## config.mk

```make
export PLATFORM = sky130hd
export DESIGN_NAME = out_fm_dump
export DESIGN_NICKNAME = d
export VERILOG_FILES = /design/src/rtl/cnn_accel_pkg.sv /design/src/rtl/out_fm_skid_fifo.sv /design/src/rtl/out_fm_dump.sv
export SDC_FILE = /design/constraint.sdc
export NUM_CORES = 1
export LEC_CHECK = 0
export CAP_MARGIN = 20
export CORE_MARGIN = 1
export CORE_UTILIZATION = 52
export DETAILED_ROUTE_END_ITERATION = 10
export PLACE_DENSITY = 0.76
export SYNTH_ARGS = -nofsm -noshare
export SYNTH_HDL_FRONTEND = slang
export SYNTH_SLANG_ARGS = --single-unit
```

## constraint.sdc

```tcl
create_clock -name clk -period 2.4 [get_ports clk]
set_input_delay 0.48 -clock clk [delete_from_list [all_inputs] [get_ports clk]]
set_output_delay 0.48 -clock clk [all_outputs]
set_load 0.05 [all_outputs]
```

## src/rtl/cnn_accel_pkg.sv

```systemverilog
// Shared constants and state encoding for the CNN accelerator tile engines.
package cnn_accel_pkg;

    // Default tile geometry and full output feature map size.
    localparam int TN_DEF = 16;
    localparam int TR_DEF = 64;
    localparam int TC_DEF = 16;
    localparam int R_DEF  = 128;
    localparam int C_DEF  = 128;

    // Derived sizes: words per tile, words per full-map channel plane, words per tile channel.
    localparam int TOTAL_DEF = TN_DEF * TR_DEF * TC_DEF;
    localparam int RC_DEF    = R_DEF * C_DEF;
    localparam int TRTC_DEF  = TR_DEF * TC_DEF;

    // Dump sequencer states.
    typedef enum logic [1:0] {
        ST_IDLE  = 2'd0,
        ST_READ  = 2'd1,
        ST_DRAIN = 2'd2,
        ST_DONE  = 2'd3
    } dump_state_e;

endpackage

```

## src/rtl/out_fm_skid_fifo.sv

```systemverilog
// Two-entry FIFO holding {memory address, data} pairs returned from the out_fm buffer.
module out_fm_skid_fifo #(
    parameter int W = 64
) (
    input  logic         clk,
    input  logic         rst,
    input  logic         clr,
    input  logic         push,
    input  logic [W-1:0] din,
    input  logic         pop,
    output logic [W-1:0] dout,
    output logic [1:0]   count
);

    logic [W-1:0] mem_q [2];
    logic         wr_ptr_q;
    logic         rd_ptr_q;
    logic [1:0]   count_q;

    // Storage, pointers and occupancy; clr empties the FIFO synchronously.
    always_ff @(posedge clk or negedge rst) begin
        if (!rst) begin
            // NOTE: only two entries, and the stream data output must read zero
            // while in reset, so the storage is reset along with the pointers.
            mem_q[0] <= '0;
            mem_q[1] <= '0;
            wr_ptr_q <= 1'b0;
            rd_ptr_q <= 1'b0;
            count_q  <= 2'd0;
        end else if (clr) begin
            wr_ptr_q <= 1'b0;
            rd_ptr_q <= 1'b0;
            count_q  <= 2'd0;
        end else begin
            if (push) begin
                mem_q[wr_ptr_q] <= din;
                wr_ptr_q        <= ~wr_ptr_q;
            end
            if (pop) begin
                rd_ptr_q <= ~rd_ptr_q;
            end
            // Simultaneous push and pop leaves the count unchanged.
            count_q <= count_q + {1'b0, push} - {1'b0, pop};
        end
    end

    assign dout  = mem_q[rd_ptr_q];
    assign count = count_q;

endmodule

```

## src/rtl/out_fm_dump.sv

```systemverilog
// Drains one output-feature-map tile from the out_fm buffer onto an (addr, data) stream.
module out_fm_dump
    import cnn_accel_pkg::*;
#(
    parameter int AW  = 16,
    parameter int DW  = 32,
    parameter int MAW = 32,
    parameter int Tn  = TN_DEF,
    parameter int Tr  = TR_DEF,
    parameter int Tc  = TC_DEF,
    parameter int R   = R_DEF,
    parameter int C   = C_DEF
) (
    input  logic           clk,
    input  logic           rst,
    input  logic           dump_start,
    input  logic           dump_tile_reset,
    input  logic [MAW-1:0] tile_base_addr,
    output logic           busy,
    output logic           dump_done,
    output logic           out_fm_rd_ena,
    output logic [AW-1:0]  out_fm_rd_addr,
    input  logic [DW-1:0]  out_fm_rd_data,
    output logic           m_valid,
    input  logic           m_ready,
    output logic [DW-1:0]  m_data,
    output logic [MAW-1:0] m_addr
);

    localparam int             TOTAL    = Tn * Tr * Tc;
    localparam logic [AW-1:0]  LAST_IDX = AW'(TOTAL - 1);
    localparam logic [AW-1:0]  LAST_C   = AW'(Tc - 1);
    localparam logic [AW-1:0]  LAST_R   = AW'(Tr - 1);
    localparam logic [MAW-1:0] RC_STEP  = MAW'(R * C);
    localparam logic [MAW-1:0] C_STEP   = MAW'(C);

    dump_state_e    state_q;
    logic           dump_start_q;
    logic           busy_q;
    logic           done_q;
    logic [AW-1:0]  rd_cnt_q;
    logic [AW-1:0]  c_q;
    logic [AW-1:0]  r_q;
    logic [MAW-1:0] ch_base_q;
    logic [MAW-1:0] row_base_q;
    logic           inflight_q;
    logic [MAW-1:0] pipe_addr_q;

    logic           start_edge;
    logic           pop;
    logic           rd_fire;
    logic [2:0]     occ;
    logic [1:0]     fifo_count;
    logic [MAW+DW-1:0] fifo_dout;

    assign start_edge = dump_start & ~dump_start_q;
    assign pop        = m_valid & m_ready;
    assign occ        = {1'b0, fifo_count} + {2'b0, inflight_q};
    // Issue only while (buffered + in flight - leaving now) stays below the FIFO depth.
    assign rd_fire    = (state_q == ST_READ) && !dump_tile_reset &&
                        (occ < (3'd2 + {2'b0, pop}));

    // Registered copy of dump_start for rising-edge detection.
    always_ff @(posedge clk or negedge rst) begin
        if (!rst) begin
            // NOTE: state elements use non-blocking assignments so every flop
            // samples pre-edge values regardless of block evaluation order.
            dump_start_q <= 1'b0;
        end else begin
            dump_start_q <= dump_start;
        end
    end

    // Dump sequencer with registered busy and completion pulse.
    always_ff @(posedge clk or negedge rst) begin
        if (!rst) begin
            state_q <= ST_IDLE;
            busy_q  <= 1'b0;
            done_q  <= 1'b0;
        end else if (dump_tile_reset) begin
            state_q <= ST_IDLE;
            busy_q  <= 1'b0;
            done_q  <= 1'b0;
        end else begin
            done_q <= 1'b0;
            case (state_q)
                ST_IDLE: begin
                    if (start_edge) begin
                        state_q <= ST_READ;
                        busy_q  <= 1'b1;
                    end
                end
                ST_READ: begin
                    if (rd_fire && (rd_cnt_q == LAST_IDX)) begin
                        state_q <= ST_DRAIN;
                    end
                end
                ST_DRAIN: begin
                    // Last word: the only one buffered, nothing left in flight.
                    if (pop && (fifo_count == 2'd1) && !inflight_q) begin
                        state_q <= ST_DONE;
                        busy_q  <= 1'b0;
                        done_q  <= 1'b1;
                    end
                end
                ST_DONE: begin
                    state_q <= ST_IDLE;
                end
                default: begin
                    state_q <= ST_IDLE;
                end
            endcase
        end
    end

    // Linear buffer address plus multiplier-free memory address walk (c fastest, then r, then n).
    always_ff @(posedge clk or negedge rst) begin
        if (!rst) begin
            rd_cnt_q   <= '0;
            c_q        <= '0;
            r_q        <= '0;
            ch_base_q  <= '0;
            row_base_q <= '0;
        end else if (dump_tile_reset) begin
            rd_cnt_q   <= '0;
            c_q        <= '0;
            r_q        <= '0;
            ch_base_q  <= '0;
            row_base_q <= '0;
        end else if ((state_q == ST_IDLE) && start_edge) begin
            rd_cnt_q   <= '0;
            c_q        <= '0;
            r_q        <= '0;
            ch_base_q  <= tile_base_addr;
            row_base_q <= tile_base_addr;
        end else if (rd_fire) begin
            rd_cnt_q <= rd_cnt_q + AW'(1);
            if (c_q == LAST_C) begin
                c_q <= '0;
                if (r_q == LAST_R) begin
                    r_q        <= '0;
                    ch_base_q  <= ch_base_q + RC_STEP;
                    row_base_q <= ch_base_q + RC_STEP;
                end else begin
                    r_q        <= r_q + AW'(1);
                    row_base_q <= row_base_q + C_STEP;
                end
            end else begin
                c_q <= c_q + AW'(1);
            end
        end
    end

    // One-stage pipeline carrying the memory address alongside the buffer read.
    always_ff @(posedge clk or negedge rst) begin
        if (!rst) begin
            inflight_q  <= 1'b0;
            pipe_addr_q <= '0;
        end else if (dump_tile_reset) begin
            inflight_q  <= 1'b0;
        end else begin
            inflight_q <= rd_fire;
            if (rd_fire) begin
                pipe_addr_q <= row_base_q + MAW'(c_q);
            end
        end
    end

    out_fm_skid_fifo #(
        .W (MAW + DW)
    ) u_fifo (
        .clk   (clk),
        .rst   (rst),
        .clr   (dump_tile_reset),
        .push  (inflight_q),
        .din   ({pipe_addr_q, out_fm_rd_data}),
        .pop   (pop),
        .dout  (fifo_dout),
        .count (fifo_count)
    );

    assign busy           = busy_q;
    assign dump_done      = done_q;
    assign out_fm_rd_ena  = rd_fire;
    assign out_fm_rd_addr = rd_cnt_q;
    assign m_valid        = (fifo_count != 2'd0);
    assign m_addr         = fifo_dout[MAW+DW-1:DW];
    assign m_data         = fifo_dout[DW-1:0];

endmodule

```

==> results.txt, run 1 <==
----------------------------------------------------
[Status]
  Status ... finished with violations
  Failing checks ... negative setup slack

[Timing]
  Unrepaired setup endpoints after global routing ... true
  Fin crit share ... 102.0%
  Final worst path period need ... 2.449 ns
  Tightest slew margin relative to the limit ... 58.87%
  Max-slew violation count ... 0
  Total of endpoints with negative setup slack in the final report ... 6
  Final hold violation count ... 0
  Slew at the pin closest to its max-slew limit ... 0.6157 ns
  Fin Clk Skew ... 0.01349 ns
  Total Negative Setup Slacks ... -0.1746 ns
  Final setup margin ... -0.04884 ns
  Maximum clock rate ... 408.4 MHz

[Logic synthesis]
  Number of library cell types mapped by synthesis ... 71
  Register area share after synthesis ... between 40 and 50%
  Top cells by area, synth ... dfrtp_1 49%, mux2_2 15%, nand2_1 3.9%
  Number of enable flip-flop cells after synthesis ... 0
  Ys Warns ... 0
  Top FF cell, synth ... dfrtp_1
  Fraction of synthesized cell area taken by the top area cell type ... between 40% and 50%
  Flip-flop and latch count after synthesis ... about 280
  Synth async-reset ratio ... between 90% and 100%
  Syn Std Cell Area ... 0.01451 mm²
  Average footprint of a synthesized cell ... ~11 µm²
  Syn Nets ... between 1000 and 1500
  Area leader, netlist ... dfrtp_1
  Cells after Synth ... 1375

[Setup path]
  Critical Path RT ... 1.92 ns
  Startpoint-to-endpoint class of the critical path ... reg2out
  Element type at the critical path start ... flop
  Type of element capturing the critical path ... output port
  Depth of the worst register-to-register path ... 11
  Worst R2R Setup Slack ... -0.04 ns
  Data arrival at the endpoint of the critical path ... 1.97 ns
  Highest fanout seen on the critical path ... 3
  Startpoint of the worst-slack reg-to-reg timing path ... row_base_q[0]
  Capture point of the worst reg-to-reg path ... pipe_addr_q[22]

[Drt]
  Overall via count from detail_route ... 11687
  Antenna-violating nets left ... 0
  Detail-routed net length per standard cell ... 18.81 µm
  Drt first-iter violations ... around 770
  DRC violation count after routing ... 0
  Ratio of routed vias to standard cells ... 5.740
  Detailed-router iteration count before antenna repair ... 5
  Aggregate routed wire length ... between 30000 and 40000 µm

[CTS]
  Insertion delay to the later sink of the worst-skew pair ... around 0.57 ns
  Deepest clock path buffer count ... 3
  Clock buffers created by TritonCTS ... 30
  TritonCTS clock tree ... yes
  CTS HTree Levels ... 1
  Clock root buffer ... clkbuf_16
  Clk sink count ... 282
  CTS clock-pin slew for the worst setup and hold paths ... roughly 0.060 ns

[Power]
  Worst ir drop on vdd ... roughly 0.00054 V
  Part of the power in combinational logic ... 40.4%
  Power density over the cells ... 1049 mW/mm²
  Switching power ... 0.007568 W
  Static leakage ... 8.605 nW
  Int Pwr ... roughly 0.012 W
  Power share of the clock group ... 24.8%
  Net switching share of the total power ... a little under two fifths
  Total power ... 0.02000 W
  Sequential Power Share ... 34.8%

[Floorplanning]
  Area of the core region ... 0.02718 mm²
  Num rows ... 60
  Total Die Area ... 0.02857 mm²
  Starting utilization of the core area ... 53.38%
  Overall die height ... 169.0 µm
  Num ports ... 153
  Die Wd ... 169.0 µm

[Place]
  Buffers on Ports ... about 150
  # placed instances ... 1962
  Gp weighted congestion ... 0.8784
  Placement-stage worst setup slack ... -0.1956 ns
  Half-perimeter wire length after detailed placement ... ~26000 µm

[Global route]
  Total GRT Usage ... a little over a quarter
  Number of antenna violations at the first check in global routing ... 0
  Total gr overflow ... 0
  Wire length of the first global-routing pass ... 61270 µm
  Pin count of the biggest net entering global routing ... 82
  Number of global-route vias before repair ... 11701

[Layout]
  Share of cells above drive strength 1 ... 33.53%
  Number of filler cells placed in the layout ... 1949
  Register cell area after layout ... ~0.0071 mm²
  Final cell count without fillers ... 2036
  Final Util ... between 70% and 80%
  Antenna diode instance count ... 0
  Post-synthesis to final-layout area growth ... 31.47%
  Count of nets after finishing ... 1741
  Combined area of the multi-input logic cells ... 0.007546 mm²

[Flow run]
  Max-cap violations ... 0

[Hold path]
  Type of the most critical hold path ... in2async

----------------------------------------------------
==> layout by cell type, fill, tap and decap left out, drive strengths merged, types with 17 or more instances in the layout <==
| cell | count |
|---|---|
| dfrtp | 282 |
| buf | 226 |
| mux2 | 192 |
| nand2 | 151 |
| nor2 | 117 |
| clkdlybuf4s50 | 82 |
| o21ai | 72 |
| xor2 | 55 |
| a21oi | 51 |
| clkbuf | 42 |
| xnor2 | 41 |
| nand3 | 34 |
| ha | 28 |
| nand4 | 24 |
| nor3 | 20 |
| o211ai | 19 |
| o31ai | 19 |
| inv | 18 |
| a211oi | 17 |
==> state kept, by name, summed over array words and instances, names as in the netlist <==
name and cells:
busy 1, c_q 16, u_fifo.mem_q 128, dump_start_q 1, inflight_q 1, state_q 2, dump_done 1, u_fifo.wr_ptr_q 1
row_base_q 32, out_fm_rd_addr 16, r_q 16, ch_base_q 32, u_fifo.rd_ptr_q 1, pipe_addr_q 32, u_fifo.count 2
==> cells by family after synthesis <==
family	after synthesis	share of synthesized area [%]
AO/OA/AOI/OAI	252	11.34
XOR/XNOR	96	5.796
adder cells (fa/ha/maj)	29	2.553
buffers and inverters	96	2.751
flip-flops	282	48.65
multiplexers	196	15.18
AND/OR/NAND/NOR	424	13.73
==> through the flow <==
step	hold slack (ns)	area, µm²
after global placement	0.3147	17260
after global routing	0.3356	19070
after floorplan	0.1844	14570
after detailed placement	0.3144	17260
final	0.3328	19070
after CTS	0.3060	18690
==> layout make-up <==
cell class                 instances  area share, %
clock buffer                      42          4.645
clock inverter                    11         0.9906
inverter                          19         0.4395
multi-input combinational        998          39.57
sequential                       282          37.05
tap                              372          2.440
timing repair buffer             312          14.87
==> power groups by stage <==
| stage | registers, W | clock network (W) | logic, W |
|---|---|---|---|
| after floorplan | 0.00670 | 0 | 0.00533 |
| after global placement | 0.00687 | 0 | 0.00740 |
| after detailed placement | 0.00699 | 0 | 0.00753 |
| after CTS | 0.00692 | 0.00500 | 0.00791 |
| after global routing | 0.00712 | 0.00520 | 0.00854 |
| final | 0.00697 | 0.00496 | 0.00807 |
==> Yosys cell counts, types with 6 or more instances <==
library cell	count
a211oi_1	17
nand3_1	34
o211ai_1	19
a311oi_1	7
a31oi_1	9
nand4_1	23
a21boi_0	7
and4_1	8
nand2_1	150
o21ai_0	71
mux2_2	192
dfrtp_1	282
inv_1	17
o41ai_1	6
a21oi_1	51
nor2_1	117
buf_1	11
nor4_1	9
xnor2_1	41
clkbuf_1	58
or3_1	9
and3_1	13
xor2_1	55
o31ai_1	19
nor3_1	19
or4_1	7
nor2b_1	7
a22o_1	11
ha_1	28
==> worst max-delay path, stage by stage (launching register included) <==
cell and delay (ns):
dfrtp_1 0.39, ha_2 0.21, ha_4 0.17, nor3b_4 0.20, nand2_2 0.11, buf_8 0.15, clkinv_8 0.04, buf_12 0.12
==> worst max-delay path by stage <==
stage                    startpoint               to  cells past startpoint
global placement            m_ready          c_q[14]                      9
CTS                   row_base_q[0]  pipe_addr_q[30]                     10
floorplan                   r_q[11]    ch_base_q[31]                      6
finish              u_fifo.count[0]    out_fm_rd_ena                      7
global route          row_base_q[5]  pipe_addr_q[24]                      8
detailed placement          m_ready          c_q[14]                      9
==> timing repair <==
action	in CTS	in global routing
setup buffers	9	10
pin swaps	27	42
hold buffers	1	0
setup endpoints to repair	102	70
resized for setup	49	73
hold endpoints to repair	11	0
gates cloned	3	0
==> layer usage <==
metal	up-vias	share of wire (%)	track usage, %
met3	69	6.1	4.115
met4	0	2.7	6.659
met5	-	0	0
met1	5760	44	37.01
met2	401	47	43.48
li1	5457	-	-
Power figures use the tool's default switching activity.
==> run 2, diff against run 1 <==
Settings changed: CORE_UTILIZATION 52 to 53, CTS_BUF_LIST set to sky130_fd_sc_hd__clkbuf_8, CTS_CLUSTER_DIAMETER set to 120, PLACE_DENSITY 0.76 to 0.77.
==> run 2 against run 1 <==
  * The run still ends with negative setup slack left
  * Die area fell by 1.9%
  * Core utilization decreased by 0.21 points
  * Final cell count up 0.59%
  * Sequential cell count stayed put
  * Critical endpoint is now pipe_addr_q[30]
  * Largest power group unchanged
==> results.txt, run 2 (synthesized netlist as in run 1, its figures left out) <==
----------------------------------------------------
[Setup path]
  Largest stage delay on the critical path ... 0.51 ns (+0.12 ns)
  Worst R2R Setup Slack ... -0.22 ns (-0.18 ns)
  Data arrival at the endpoint of the critical path ... 3.11 ns (+1.14 ns)
  Depth of the worst register-to-register path ... 11 (unchanged)
  Worst setup path end ... pipe_addr_q[30]
  Crit-path leading delay family ... simple AND/OR/NAND/NOR gates
  Launch point of the critical path ... row_base_q[0]
  Cell type with the highest occurrence count on the critical path ... a21oi_2
  Type of element capturing the critical path ... flop
  Ordered cell list for the critical path ... ha_2 > inv_2 > fa_2 > nor2b_4 > o31a_1 > a21oi_2 > a21oi_2 > nor4_2 > buf_4 > or4_1 > a31oi_1
  Element type at the critical path start ... flop
  Startpoint of the worst-slack reg-to-reg timing path ... row_base_q[0]
  Number of cells on the critical path ... 11 (+4)
  Capture point of the worst reg-to-reg path ... pipe_addr_q[30]
  Startpoint-to-endpoint class of the critical path ... reg2reg
  Buf/Inv on CP ... 2 (-1)
  Critical Path RT ... 2.89 ns (+0.97 ns)
  Highest fanout seen on the critical path ... 5 (+2)
  Worst path slowest cell ... or4_1

[Power]
  Int Pwr ... 0.01149 W (-7.6%)
  Total power ... 0.01896 W (-5.2%)
  Sequential Power Share ... 36.7% (+1.9 points)
  Static leakage ... 8.683 nW (+0.91%)
  Power share of the clock group ... 22.1% (-2.7 points)
  Worst ir drop on vdd ... 0.0005192 V (-4.4%)
  Power density over the cells ... 1008 mW/mm² (-3.9%)
  Net switching share of the total power ... 39.42% (+1.6 points)
  Switching power ... 0.007474 W (-1.2%)
  Part of the power in combinational logic ... 41.2% (+0.8 points)

[Layout]
  Number of filler cells placed in the layout ... 1937 (-0.62%)
  Count of nets after finishing ... 1772 (+1.8%)
  Final Util ... 69.97% (-0.21 points)
  Most common library cell in the layout ignoring fill and taps ... dfrtp_1
  Max reg flops ... 128 (unchanged)
  Post-synthesis to final-layout area growth ... 29.64%
  Share of cells above drive strength 1 ... 34.04% (+0.50 points)
  Largest register by flop count ... u_fifo.mem_q
  Commonest cells after routing, fill and taps aside ... 279 x dfrtp_1, 219 x buf_4, 192 x mux2_2
  Antenna diode instance count ... 0 (unchanged)

[Timing]
  Final hold violation count ... 0 (unchanged)
  Unrepaired setup endpoints after global routing ... true
  Final setup margin ... -0.2164 ns (-0.1676 ns)
  Tightest slew margin relative to the limit ... 59.73% (+0.86 points)
  Final hold slack ... 0.2516 ns (-0.08127 ns)
  Maximum clock rate ... 382.2 MHz (-6.4%)
  Max-slew violation count ... 0 (unchanged)
  Fin Clk Skew ... 0.01242 ns (-0.001068 ns)
  Final worst path period need ... 2.616 ns (+0.1676 ns)
  Total of endpoints with negative setup slack in the final report ... 14 (+8)
  Fin crit share ... 109.0% (+7.0 points)
  Slew at the pin closest to its max-slew limit ... 0.6000 ns (-0.01569 ns)

[Status]
  Failing checks ... negative setup slack
  Status ... finished with violations

[Floorplanning]
  Starting utilization of the core area ... 53.98% (+0.60 points)
  Overall die height ... 167.4 µm (-0.94%)
  Num rows ... 60 (unchanged)
  Num ports ... 153 (unchanged)
  Area of the core region ... 0.02688 mm² (-1.1%)
  Die Wd ... 167.4 µm (-0.94%)
  Total Die Area ... 0.02804 mm² (-1.9%)

[Place]
  Buffers on Ports ... 152 (unchanged)
  Half-perimeter wire length after detailed placement ... 26320 µm (+1.0%)
  Gp weighted congestion ... 0.9222 (+5.0%)
  Placement-stage worst setup slack ... -0.2057 ns (-0.01010 ns)

[Global route]
  Number of global-route vias before repair ... 11986 (+2.4%)
  Number of antenna violations at the first check in global routing ... 0 (unchanged)
  Total gr overflow ... 0 (unchanged)
  Total GRT Usage ... 27.14% (+0.60 points)
  Pin count of the biggest net entering global routing ... 65 (-21%)
  Wire length of the first global-routing pass ... 61640 µm (+0.61%)

[Drt]
  Drt first-iter violations ... 867 (+12%)
  DRC violation count after routing ... 0 (unchanged)
  Overall via count from detail_route ... 11941 (+2.2%)
  Detail-routed net length per standard cell ... 18.79 µm (-0.12%)
  Detailed-router iteration count before antenna repair ... 5 (unchanged)
  Antenna-violating nets left ... 0 (unchanged)
  Ratio of routed vias to standard cells ... 5.831 (+1.6%)
  Aggregate routed wire length ... 38470 µm (+0.46%)

[CTS]
  TritonCTS clock tree ... yes
  CTS HTree Levels ... 2 (+1)
  Clk sink count ... 282 (unchanged)
  Clock buffers created by TritonCTS ... 47 (+57%)
  Clock root buffer ... clkbuf_8
  Deepest clock path buffer count ... 3 (unchanged)
  Insertion delay to the later sink of the worst-skew pair ... 0.57 ns (about the same)
  CTS clock-pin slew for the worst setup and hold paths ... 0.07 ns (about the same)

[Hold path]
  Type of the most critical hold path ... in2reg
  Start point of the worst min-delay path ... dump_tile_reset
  Hold depth ... 2

[Flow run]
  Max-cap violations ... 0 (unchanged)

----------------------------------------------------
## run 2: area by class of cell
class                           count  area (µm²)  share of cell area (%)
Timing Repair Buffer              327        2846                   15.14
Tap cell                          341       426.7                   2.269
Inverter                           19       76.32                  0.4059
Clock buffer                       60       825.8                   4.391
Multi-Input combinational cell    997        7468                   39.71
Clock inverter                     22       101.3                  0.5389
Sequential cell                   282        7061                   37.54
## run 2: layer usage
metal  share of wire, %  wire, µm  track usage (%)  vias up
li1                   -         -                -     5524
met1                 44     16830            37.60     5889
met2                 47     18020            43.24      449
met3                6.8      2610            5.129       79
met4                2.6      1010            8.496        0
met5                  0         0                0        -
## run 2: power groups by stage
| stage | clock network [W] | logic [W] | registers [W] |
|---|---|---|---|
| after floorplan | 0 | 0.00533 | 0.00670 |
| after CTS | 0.00425 | 0.00765 | 0.00691 |
| after detailed placement | 0 | 0.00758 | 0.00698 |
| after global placement | 0 | 0.00743 | 0.00686 |
| after global routing | 0.00447 | 0.00826 | 0.00711 |
| final | 0.00419 | 0.00781 | 0.00696 |
## run 2: per-stage QoR
stage               TNS (ns)  instance area, µm²  instances
floorplan                  0               14570       1375
global placement      -2.750               17290       1943
detailed placement    -4.514               17290       1943
CTS                  -0.7398               18410       2038
global route          -2.707               18810       2048
finish                -1.180               18810       2048
## run 2: worst min path at each step
stage / end / slack, ns
global placement: pipe_addr_q[11] / 0.48
detailed placement: u_fifo.mem_q[115] / 0.48
global route: state_q[0] / 0.25
CTS: state_q[0] / 0.21
finish: state_q[0] / 0.25
floorplan: busy / 0.18
## run 2: worst reg2reg max path: stages, from the launching register on
cell and delay [ns]:
dfrtp_1 0.38, ha_2 0.20, inv_2 0.04, fa_2 0.36, nor2b_4 0.14, o31a_1 0.21
a21oi_2 0.09, a21oi_2 0.20, nor4_2 0.09, buf_4 0.17, or4_1 0.52, a31oi_1 0.15
## run 2: repair_timing
| action | 4_1_cts | 5_1_grt |
|---|---|---|
| hold buffers | 1 | 0 |
| cloned | 1 | 1 |
| pin swaps | 23 | 25 |
| resized for setup | 29 | 67 |
| buffers inserted | 11 | 10 |
| hold endpoints to repair | 51 | 0 |
| endpoints found under the setup margin | 39 | 86 |
==> run 3, diff against run 2 <==
Settings changed: CORE_UTILIZATION 53 to 54, PLACE_DENSITY 0.77 to 0.79, SLEW_MARGIN set to 15, SYNTH_HIERARCHICAL set to 1.
==> run 3 against run 2 <==
  * The run still ends with negative setup slack left
  * Maximum frequency up 2.3%
  * First-iteration DRC count up 12%
  * Core utilization up 0.18 points
  * Final cell count down 1.8%
  * Register-to-register slack better by 0.06 ns
  * Largest power group unchanged
==> results.txt, run 3 <==
----------------------------------------------------
[Status]
  Status ... finished with violations
  Failing checks ... negative setup slack

[Timing]
  Unrepaired setup endpoints after global routing ... true
  Final hold violation count ... 0 (unchanged)
  Final worst path period need ... 2.557 ns (-0.05922 ns)
  Final setup margin ... -0.1572 ns (+0.05922 ns)
  Tightest slew margin relative to the limit ... 64.07% (+4.3 points)
  Max-slew violation count ... 0 (unchanged)
  Fin Clk Skew ... 0.02981 ns (+0.01739 ns)
  Slew at the pin closest to its max-slew limit ... 0.5389 ns (-0.06106 ns)
  Total of endpoints with negative setup slack in the final report ... 13 (-1)
  Final hold slack ... 0.3108 ns (+0.05922 ns)
  Maximum clock rate ... 391.1 MHz (+2.3%)
  Fin crit share ... 106.5% (-2.5 points)

[Drt]
  Drt first-iter violations ... 969 (+12%)
  Detail-routed net length per standard cell ... 18.56 µm (-1.2%)
  Ratio of routed vias to standard cells ... 5.728 (-1.8%)
  Aggregate routed wire length ... 37330 µm (-3.0%)
  Detailed-router iteration count before antenna repair ... 5 (unchanged)
  Antenna-violating nets left ... 0 (unchanged)
  Overall via count from detail_route ... 11520 (-3.5%)
  DRC violation count after routing ... 0 (unchanged)

[Place]
  Buffers on Ports ... 152 (unchanged)
  Gp weighted congestion ... 0.9207 (-0.16%)
  Instance area at placement ... 0.01722 mm² (-0.41%)
  Half-perimeter wire length after detailed placement ... 24970 µm (-5.1%)

[Hold path]
  Hold path endpoint ... u_fifo/wr_ptr_q
  Hold depth ... 3 (+1)
  Start point of the worst min-delay path ... dump_tile_reset
  Type of the most critical hold path ... in2reg

[Logic synthesis]
  Syn Nets ... 1448 (-1.7%)
  Leading cell type by number of instances after synthesis ... dfrtp_1
  Number of enable flip-flop cells after synthesis ... 0 (unchanged)
  Commonest cells post-synth ... 282 x dfrtp_1, 153 x nand2_1, 127 x mux2_2, 104 x nor2_1, 81 x o21ai_0
  Top FF cell, synth ... dfrtp_1
  Fraction of synthesized cell area taken by the top area cell type ... 47.80% (-0.85 points)
  Number of library cell types mapped by synthesis ... 80 (+13%)
  Area leader, netlist ... dfrtp_1
  Ys Warns ... 6 (+6)
  Average footprint of a synthesized cell ... 10.94 µm² (+3.7%)
  Syn Std Cell Area ... 0.01476 mm² (+1.8%)
  Synth async-reset ratio ... 100.0% (unchanged)
  Top cells by area, synth ... dfrtp_1 48%, mux2_2 9.7%, mux2_4 6.1%
  Cells after Synth ... 1349 (-1.9%)
  Register area share after synthesis ... 47.80% (-0.85 points)
  Flip-flop and latch count after synthesis ... 282 (unchanged)

[Global route]
  Total GRT Usage ... 26.19% (-0.95 points)
  Total gr overflow ... 0 (unchanged)
  Pin count of the biggest net entering global routing ... 66 (+1.5%)
  Number of global-route vias before repair ... 11696 (-2.4%)
  Wire length of the first global-routing pass ... 59720 µm (-3.1%)
  Number of antenna violations at the first check in global routing ... 0 (unchanged)

[Layout]
  Share of cells above drive strength 1 ... 33.41% (-0.62 points)
  Post-synthesis to final-layout area growth ... 27.70%
  Antenna diode instance count ... 0 (unchanged)
  Number of filler cells placed in the layout ... 1920 (-0.88%)
  Largest register by flop count ... u_fifo/mem_q
  Count of nets after finishing ... 1736 (-2.0%)
  Final Cell Area ... 0.01885 mm² (+0.25%)
  Commonest cells after routing, fill and taps aside ... 280 x dfrtp_1, 196 x buf_4, 152 x nand2_1
  Max reg flops ... 128 (unchanged)
  Most common library cell in the layout ignoring fill and taps ... dfrtp_1
  Register cell area after layout ... 0.007059 mm² (about the same)
  Combined area of the multi-input logic cells ... 0.007590 mm² (+1.6%)

[Floorplanning]
  Die Wd ... 167.4 µm (about the same)
  Area of the core region ... 0.02688 mm² (unchanged)
  Overall die height ... 167.4 µm (about the same)
  Num rows ... 60 (unchanged)
  Total Die Area ... 0.02801 mm² (-0.11%)
  Num ports ... 153 (unchanged)
  Starting utilization of the core area ... 54.93% (+0.96 points)

[Setup path]
  Worst R2R Setup Slack ... -0.16 ns (+0.06 ns)
  Highest fanout seen on the critical path ... 2 (-3)
  Data arrival at the endpoint of the critical path ... 3.04 ns (-0.07 ns)
  Depth of the worst register-to-register path ... 10 (-1)
  Element type at the critical path start ... flop
  Critical Path RT ... 2.88 ns (about the same)
  Type of element capturing the critical path ... flop
  Startpoint-to-endpoint class of the critical path ... reg2reg
  Capture point of the worst reg-to-reg path ... state_q[0]
  Startpoint of the worst-slack reg-to-reg timing path ... inflight_q

[CTS]
  CTS HTree Levels ... 2 (unchanged)
  Clock buffers created by TritonCTS ... 48 (+2.1%)
  Insertion delay to the later sink of the worst-skew pair ... 0.58 ns (about the same)
  Clock root buffer ... clkbuf_8
  CTS clock-pin slew for the worst setup and hold paths ... 0.06 ns (about the same)
  TritonCTS clock tree ... yes
  Clk sink count ... 282 (unchanged)
  Deepest clock path buffer count ... 3 (unchanged)

[Flow run]
  Max-cap violations ... 0 (unchanged)

[Power]
  Worst ir drop on vdd ... 0.0004624 V (-11%)
  Static leakage ... 8.813 nW (+1.5%)
  Power density over the cells ... 958.7 mW/mm² (-4.9%)

----------------------------------------------------
[run 3: cell count changes after synthesis, moves of 7 or more]
cell | previous run | this run
buf_12 | 0 | 7
mux2_4 | 0 | 60
nor2_1 | 117 | 104
buf_6 | 2 | 11
o211ai_1 | 19 | 2
a211oi_1 | 17 | 7
buf_2 | 3 | 12
o21ai_0 | 71 | 81
o31ai_1 | 19 | 3
a21oi_1 | 51 | 70
clkbuf_1 | 58 | 31
mux2_2 | 192 | 127
[run 3: metrics by stage]
| step | setup slack [ns] | TNS, ns | std cells | utilization (%) | power [W] |
|---|---|---|---|---|---|
| 6_report | -0.1572 | -1.019 | 2011 | 70.15 | 0.01807 |
| 5_1_grt | -0.3220 | -3.573 | 2011 | 70.15 | 0.01898 |
| 4_1_cts | -0.1828 | -0.4924 | 1999 | 68.29 | 0.01809 |
| 3_5_place_dp | -0.3365 | -4.838 | 1905 | 64.08 | 0.01372 |
| 3_3_place_gp | -0.2760 | -2.737 | 1905 | 64.08 | 0.01350 |
| 2_1_floorplan | -0.003069 | -0.004869 | 1349 | - | 0.01149 |
[run 3: worst max path at each step]
stage,from,end,cells past startpoint
final,inflight_q,state_q[0],10
after global routing,inflight_q,state_q[0],10
after CTS,inflight_q,state_q[0],10
after floorplan,c_q[0],pipe_addr_q[30],10
after global placement,m_ready,state_q[1],9
after detailed placement,m_ready,state_q[0],9
[run 3: where the power goes]
| part | switching, W | internal, W | total [W] |
|---|---|---|---|
| sequential | 0.000826 | 0.00594 | 0.00676 |
| combinational | 0.00407 | 0.00309 | 0.00716 |
| clock | 0.00191 | 0.00225 | 0.00416 |
| total | 0.00680 | 0.0113 | 0.0181 |
[run 3: logic make-up (layout without fill, tap and decap cells)]
logic type | after synthesis | after routing | share of synthesized area (%)
DFF | 282 | 282 | 47.80
AOI/OAI and AO/OA | 241 | 241 | 10.11
muxes | 194 | 194 | 16.31
buffers and inverters | 87 | 408 | 3.678
and+or+nand+nor | 414 | 414 | 13.43
adders and majority gates | 30 | 30 | 2.593
xor gates and xnor gates | 101 | 101 | 6.085
[run 3: routing by layer]
layer | vias to the layer above | share of wire (%) | wire length (µm) | GRT usage (%)
met1 | 5600 | 43 | 16140 | 35.50
met5 | - | 0 | 0 | 0
met4 | 0 | 2.2 | 811 | 6.821
li1 | 5382 | - | - | -
met3 | 71 | 7.7 | 2875 | 5.602
met2 | 467 | 47 | 17500 | 42.75
[run 3: area by class of cell]
type                    count  area share (%)
clock buffers              57           4.161
clock inverters            26          0.7300
multi-input cells         980           40.26
inverters                  16          0.3849
repair buffers            309           14.76
well taps                 341           2.263
flip-flops and latches    282           37.44
[run 3: worst max-delay path, cell delays in order, from the launching register on]
cell and delay [ns]:
dfrtp_1 0.38, ha_2 0.20, ha_4 0.16, nor3b_4 0.25
nand2_2 0.12, buf_6 0.13, or4_4 0.50, o31ai_4 0.21
o211a_1 0.22, nor2_1 0.05, a311oi_1 0.24
[run 3: repair_timing]
item / CTS / global route
cloned: 0 / 3
pin swaps: 16 / 45
hold buffers: 1 / 0
buffers inserted: 10 / 10
gates resized for setup: 26 / 93
endpoints found under the hold margin: 51 / 0
setup endpoints to repair: 69 / 96
